File: config.mk
export PLATFORM = sky130hd
export DESIGN_NAME = filter_row_sequencer
export DESIGN_NICKNAME = d
export VERILOG_FILES = /design/src/rtl/filter_pkg.sv /design/src/rtl/filter_out_reg.sv /design/src/rtl/filter_row_sequencer.sv
export SDC_FILE = /design/constraint.sdc
export NUM_CORES = 1
export LEC_CHECK = 0
export CORE_MARGIN = 4
export CORE_UTILIZATION = 41
export CTS_CLUSTER_DIAMETER = 60
export DETAILED_ROUTE_END_ITERATION = 8
export GPL_TIMING_DRIVEN = 0
export PLACE_DENSITY = 0.76
export SLEW_MARGIN = 0
export SYNTH_ARGS = -nofsm -noshare
export SYNTH_HDL_FRONTEND = slang
export SYNTH_HIERARCHICAL = 1
export SYNTH_SLANG_ARGS = --single-unit
File: constraint.sdc
create_clock -name clk -period 1.75 [get_ports clk]
set_input_delay 0.35 -clock clk [delete_from_list [all_inputs] [get_ports clk]]
set_output_delay 0.35 -clock clk [all_outputs]
set_load 0.05 [all_outputs]
File: src/rtl/filter_pkg.sv
// rtl/filter_pkg.sv - shared types and constants for the 3x3 RGB565 filter row sequencer
package filter_pkg;

   localparam int PIX_W = 16;

   // RGB565 field positions
   localparam int R_MSB = 15;
   localparam int R_LSB = 11;
   localparam int G_MSB = 10;
   localparam int G_LSB = 5;
   localparam int B_MSB = 4;
   localparam int B_LSB = 0;

   localparam int DEF_BLOCK_LENGTH = 240;
   localparam int DEF_CURSOR_W     = 10;

   typedef enum logic [2:0] {
      IDLE,
      WRITE,
      GAP,
      RD_WAIT,
      RD_OUT,
      DONE
   } seq_state_t;

endpackage

File: src/rtl/filter_out_reg.sv
// rtl/filter_out_reg.sv - single-entry output holding register with valid/ready
module filter_out_reg
   import filter_pkg::*;
(
   input  logic             clk,
   input  logic             reset,
   input  logic             load,
   input  logic [PIX_W-1:0] load_data,
   input  logic             load_sol,
   input  logic             load_eol,
   input  logic             ready,
   output logic             valid,
   output logic [PIX_W-1:0] data,
   output logic             sol,
   output logic             eol
);

   // Capture a filtered pixel with its tags; hold everything until the consumer takes it.
   always_ff @(posedge clk or posedge reset) begin
      if (reset) begin
         valid <= 1'b0;
         data  <= '0;
         sol   <= 1'b0;
         eol   <= 1'b0;
      end else if (load) begin
         valid <= 1'b1;
         data  <= load_data;
         sol   <= load_sol;
         eol   <= load_eol;
      end else if (valid && ready) begin
         valid <= 1'b0;
      end
   end

endmodule

File: src/rtl/filter_row_sequencer.sv
// rtl/filter_row_sequencer.sv - row write / filtered read sequencer around the 3x3 line-buffered filter
module filter_row_sequencer
   import filter_pkg::*;
#(
   parameter int BLOCK_LENGTH = DEF_BLOCK_LENGTH,
   parameter int ROWS         = 320,
   parameter int CURSOR_W     = DEF_CURSOR_W,
   parameter int SETTLE       = 3
) (
   input  logic                clk,
   input  logic                reset,
   input  logic                in_valid,
   output logic                in_ready,
   input  logic [PIX_W-1:0]    in_data,
   output logic                out_valid,
   input  logic                out_ready,
   output logic [PIX_W-1:0]    out_data,
   output logic                out_sol,
   output logic                out_eol,
   output logic                frame_done,
   output logic                busy,
   output logic                f_wren,
   output logic [CURSOR_W-1:0] f_cursor,
   output logic [PIX_W-1:0]    f_d_in,
   input  logic                f_d_rdy,
   input  logic [PIX_W-1:0]    f_d_out
);

   localparam int IDX_W = $clog2(BLOCK_LENGTH);
   localparam int ROW_W = $clog2(ROWS + 1);
   localparam int SET_W = $clog2(SETTLE + 1);

   localparam logic [IDX_W-1:0] LAST_IDX   = IDX_W'(BLOCK_LENGTH - 1);
   localparam logic [ROW_W-1:0] LAST_ROW   = ROW_W'(ROWS);
   localparam logic [ROW_W-1:0] PRIME_ROWS = ROW_W'(3);
   localparam logic [SET_W-1:0] SETTLE_MAX = SET_W'(SETTLE);

   seq_state_t       state;
   logic [IDX_W-1:0] idx;
   logic [ROW_W-1:0] row_cnt;
   logic [SET_W-1:0] settle;

   logic in_hs;
   logic out_hs;
   logic capture;

   assign in_hs    = in_valid && in_ready;
   assign out_hs   = out_valid && out_ready;
   // The filter's RAM read pipeline needs the cursor held SETTLE cycles before its output is trusted.
   assign capture  = (state == RD_WAIT) && (settle == SETTLE_MAX) && f_d_rdy;
   assign f_d_in   = in_data;
   assign f_cursor = CURSOR_W'(idx);

   // Sequencer: write rows with wren held high, then sweep the cursor once three rows are resident.
   always_ff @(posedge clk or posedge reset) begin
      if (reset) begin
         state      <= IDLE;
         idx        <= '0;
         row_cnt    <= '0;
         settle     <= '0;
         f_wren     <= 1'b0;
         in_ready   <= 1'b0;
         busy       <= 1'b0;
         frame_done <= 1'b0;
      end else begin
         frame_done <= 1'b0;
         case (state)
            IDLE: begin
               state    <= WRITE;
               f_wren   <= 1'b1;
               in_ready <= 1'b1;
               busy     <= 1'b1;
            end
            WRITE: begin
               if (in_hs) begin
                  if (idx == LAST_IDX) begin
                     idx      <= '0;
                     row_cnt  <= row_cnt + 1'b1;
                     f_wren   <= 1'b0;
                     in_ready <= 1'b0;
                     settle   <= '0;
                     state    <= ((row_cnt + 1'b1) < PRIME_ROWS) ? GAP : RD_WAIT;
                  end else begin
                     idx <= idx + 1'b1;
                  end
               end
            end
            GAP: begin
               // One low cycle guarantees the filter sees a fresh wren rising edge per row.
               state    <= WRITE;
               f_wren   <= 1'b1;
               in_ready <= 1'b1;
            end
            RD_WAIT: begin
               if (settle != SETTLE_MAX) begin
                  settle <= settle + 1'b1;
               end else if (f_d_rdy) begin
                  state <= RD_OUT;
               end
            end
            RD_OUT: begin
               if (out_hs) begin
                  if (idx == LAST_IDX) begin
                     idx <= '0;
                     if (row_cnt == LAST_ROW) begin
                        state      <= DONE;
                        frame_done <= 1'b1;
                     end else begin
                        state <= GAP;
                     end
                  end else begin
                     idx    <= idx + 1'b1;
                     settle <= '0;
                     state  <= RD_WAIT;
                  end
               end
            end
            DONE: begin
               row_cnt <= '0;
               busy    <= 1'b0;
               state   <= IDLE;
            end
            default: begin
               state <= IDLE;
            end
         endcase
      end
   end

   filter_out_reg u_out_reg (
      .clk       (clk),
      .reset     (reset),
      .load      (capture),
      .load_data (f_d_out),
      .load_sol  (idx == '0),
      .load_eol  (idx == LAST_IDX),
      .ready     (out_ready),
      .valid     (out_valid),
      .data      (out_data),
      .sol       (out_sol),
      .eol       (out_eol)
   );

endmodule

==> flow_summary.toml <==
[status]
outcome = "finished with violations"
violations = "negative setup slack"

[timing]
tightest_slew_ns = 1.03
final.period_utilization_pct = 102
clock.fmax_mhz = 561
hold_viol = 0
maxSlewHeadroom_pct = 31.5
setup_viol = 3
skew_ns = 0.00847
final.setup.worst_slack_ns = -0.0330
period_minus_slack_ns = 1.78
slew_viol_final = 0
rsz0062_at_grt = "yes"

[power]
ir_drop_mv = 0.613
power_w = 0.00256
power.leakage_nw = 1.68
powerDensity_nw_per_um2 = 740

[routing]
drc = 0
vias = 2069
wire_per_inst_um = 15.0
dr.pass1.iters = 4
ant_nets = 0
routed_wl_mm = 5.94
drt-initial-drc-count = 118
viasPerCell = 5.24

[final_layout]
layout_common_cells = "clkdlybuf4s50_1 (35), dfrtp_1 (33), dlygate4sd2_1 (30), buf_4 (24), nand2_1 (21)"
drive_gt1_share_pct = 29.1
final_common_cell = "clkdlybuf4s50_1"
fillers = 505
fin_nets = 361
num_antenna_cells = 0
area_delta_synth_final_pct = 38.7
final_cell_area_um2 = 3450

[grt]
grt.total_usage_pct = 16.1
antenna_found_initial = 0
grt_max_degree = 26
grt.overflow.total = 0
gr-max-usage-layer = "met2"
grtUsageMet1_pct = 20.6
grt_pass1_wl_mm = 9.49
grt_util_met2_pct = 26.8
grtUsageMet3_pct = 3.17
grt_pass1_vias = 2028

[logic_synthesis]
ys_async_sr_fraction_pct = 100
seq_area_frac_synth_pct = 44.3
yosysTopAreaCell = "dfrtp_1"
synthCells = 239
yosys_warnings = 6
yosysUniqueCellTypes = 58
yosys.area.top_type_share_pct = 44.3
synth_edf_count = 0
ys.flop_type = "dfrtp_1"
synthTopCellsByArea = "dfrtp_1 (44%), buf_4 (5.7%), mux2_4 (5.4%)"
avgSynthCellArea_um2 = 10.4
ys_ff_latch = 44
synth_area_um2 = 2490

[setup_path]
cp_cell_sequence = "ha_4 -> nand3_4 -> nor4_4 -> o21ai_2 -> nor2_2 -> mux2_4"
cp-end-kind = "flop"
required_ns = 1.94
path_max_fanout = 3
crit_family = "simple AND/OR/NAND/NOR gates"
path_buf_inv = 0
worstSetupStartpointType = "flop"
crit_path_max_incr_delay_ns = 0.40
cp.depth = 6
timing_worst_setup_path_type = "flop to flop"
cpMaxStageDelayCell = "dfrtp_2"
crit_arrival_ns = 1.97
reg2reg_depth = 6

[floorplan]
start_util_pct = 42.0
die_area_um2 = 7380
die_h_um = 85.9
num_io_pins = 86
core_um2 = 5920
num_rows = 28
die_w_um = 85.9

[place]
globalplace.congestion = 0.809
portBuffers = 67
hpwl_mm = 4.40
place_area_um2 = 3300

[clock_network]
ctsRootBufferMaster = "clkbuf_8"
clock_latency_ns = 0.30
cts_buffers = 5
clock_path_buffers = 2
ctsHoldBuffers = 0
cts.sinks = 44
h-tree-depth = 2
cts_tree = "yes"
path_clk_slew_ns = 0.09

[min_path]
hold_path.class = "input port to asynchronous set/reset pin"

[job]
cap_viol_max_count = 0
## sequential cells by signal, indices dropped and copies added, names as in the netlist
signal	cells
u_out_reg/data	16
row_cnt	9
idx	8
state	3
settle	2
busy	1
f_wren	1
frame_done	1
u_out_reg/eol	1
u_out_reg/sol	1
u_out_reg/valid	1
## through the flow
stage	utilization, %	cells	setup slack (ns)	TNS, ns	hold WS, ns
after CTS	57.2	392	-0.0142	-0.0205	0.509
final	58.3	395	-0.0330	-0.0815	0.510
after global routing	58.3	395	-0.0993	-0.295	0.526
after detailed placement	55.7	382	-0.406	-5.32	0.489
after global placement	55.7	382	-0.332	-4.58	0.474
after floorplan	-	240	-0.0585	-0.117	0.301
## per-layer routing
layer  wire length, um  share of wire (%)  up-vias
li1                  -                  -      992
met2              3010                 51       65
met5                 0                  0        -
met3               312                5.3       10
met4               115                1.9        0
met1              2500                 42     1002
## timing repair
| action | CTS | global route |
|---|---|---|
| buffers inserted | 3 | 3 |
| pin swaps | 3 | 3 |
| setup endpoints to repair | 41 | 21 |
| resized for setup | 36 | 10 |
## final cells by class
class                      count  area [um2]  share of cell area, %
timing repair buffer          73         693                   20.1
clock inverter                 2        15.0                  0.435
inverter                      10        37.5                   1.09
clock buffer                   6        82.6                   2.39
tap                           75        93.8                   2.72
buffer                        26         208                   6.02
multi-input combinational    159        1210                   35.0
sequential                    44        1110                   32.3
## synth_stat cells (2+ instances only)
library cell / instances
nand3_1: 8
nor2b_1: 2
mux2_2: 9
nand4b_1: 3
a21oi_1: 3
nor2_1: 12
buf_6: 2
mux2_4: 9
o21ai_0: 17
nor3b_1: 2
nand4_1: 4
dfrtp_1: 44
and3_1: 5
nand3_2: 2
buf_2: 4
mux2_1: 2
a22o_1: 2
nor4_1: 3
ha_1: 5
inv_1: 10
a211o_1: 2
a31oi_1: 2
nand2_1: 22
o31ai_1: 4
o21ai_1: 10
buf_4: 19
## worst paths after layout
path | start | endpoint | slack, ns
worst min-delay path | reset | u_out_reg/eol | 0.51
min in group clk | u_out_reg/data[2] | u_out_reg/data[2] | 0.51
worst min register to register | u_out_reg/data[2] | u_out_reg/data[2] | 0.51
worst max register to register | idx[1] | settle[0] | -0.03
worst max-delay path | idx[1] | settle[0] | -0.03
max in group asynchronous | reset | state[0] | 0.41
## logic make-up (layout without fill, tap and decap cells)
group / Yosys count / in the layout / synth area share, %
multiplexers: 21 / 21 / 10.8
other: 1 / 2 / 0.151
buffers and inverters: 37 / 117 / 9.96
AND/OR/NAND/NOR: 77 / 77 / 17.8
flip-flops: 44 / 44 / 44.3
adder cells (fa/ha/maj): 5 / 5 / 2.52
XOR/XNOR: 1 / 1 / 0.352
AO/OA/AOI/OAI: 53 / 53 / 14.2
## power breakdown
| part | internal (W) | leakage [nW] | switching, W |
|---|---|---|---|
| Combinational | 0.000264 | 1.06 | 0.000459 |
| Clock | 0.000320 | 0.0434 | 0.000356 |
| Sequential | 0.00108 | 0.582 | 0.0000772 |
(Power assumes the default switching activity.)
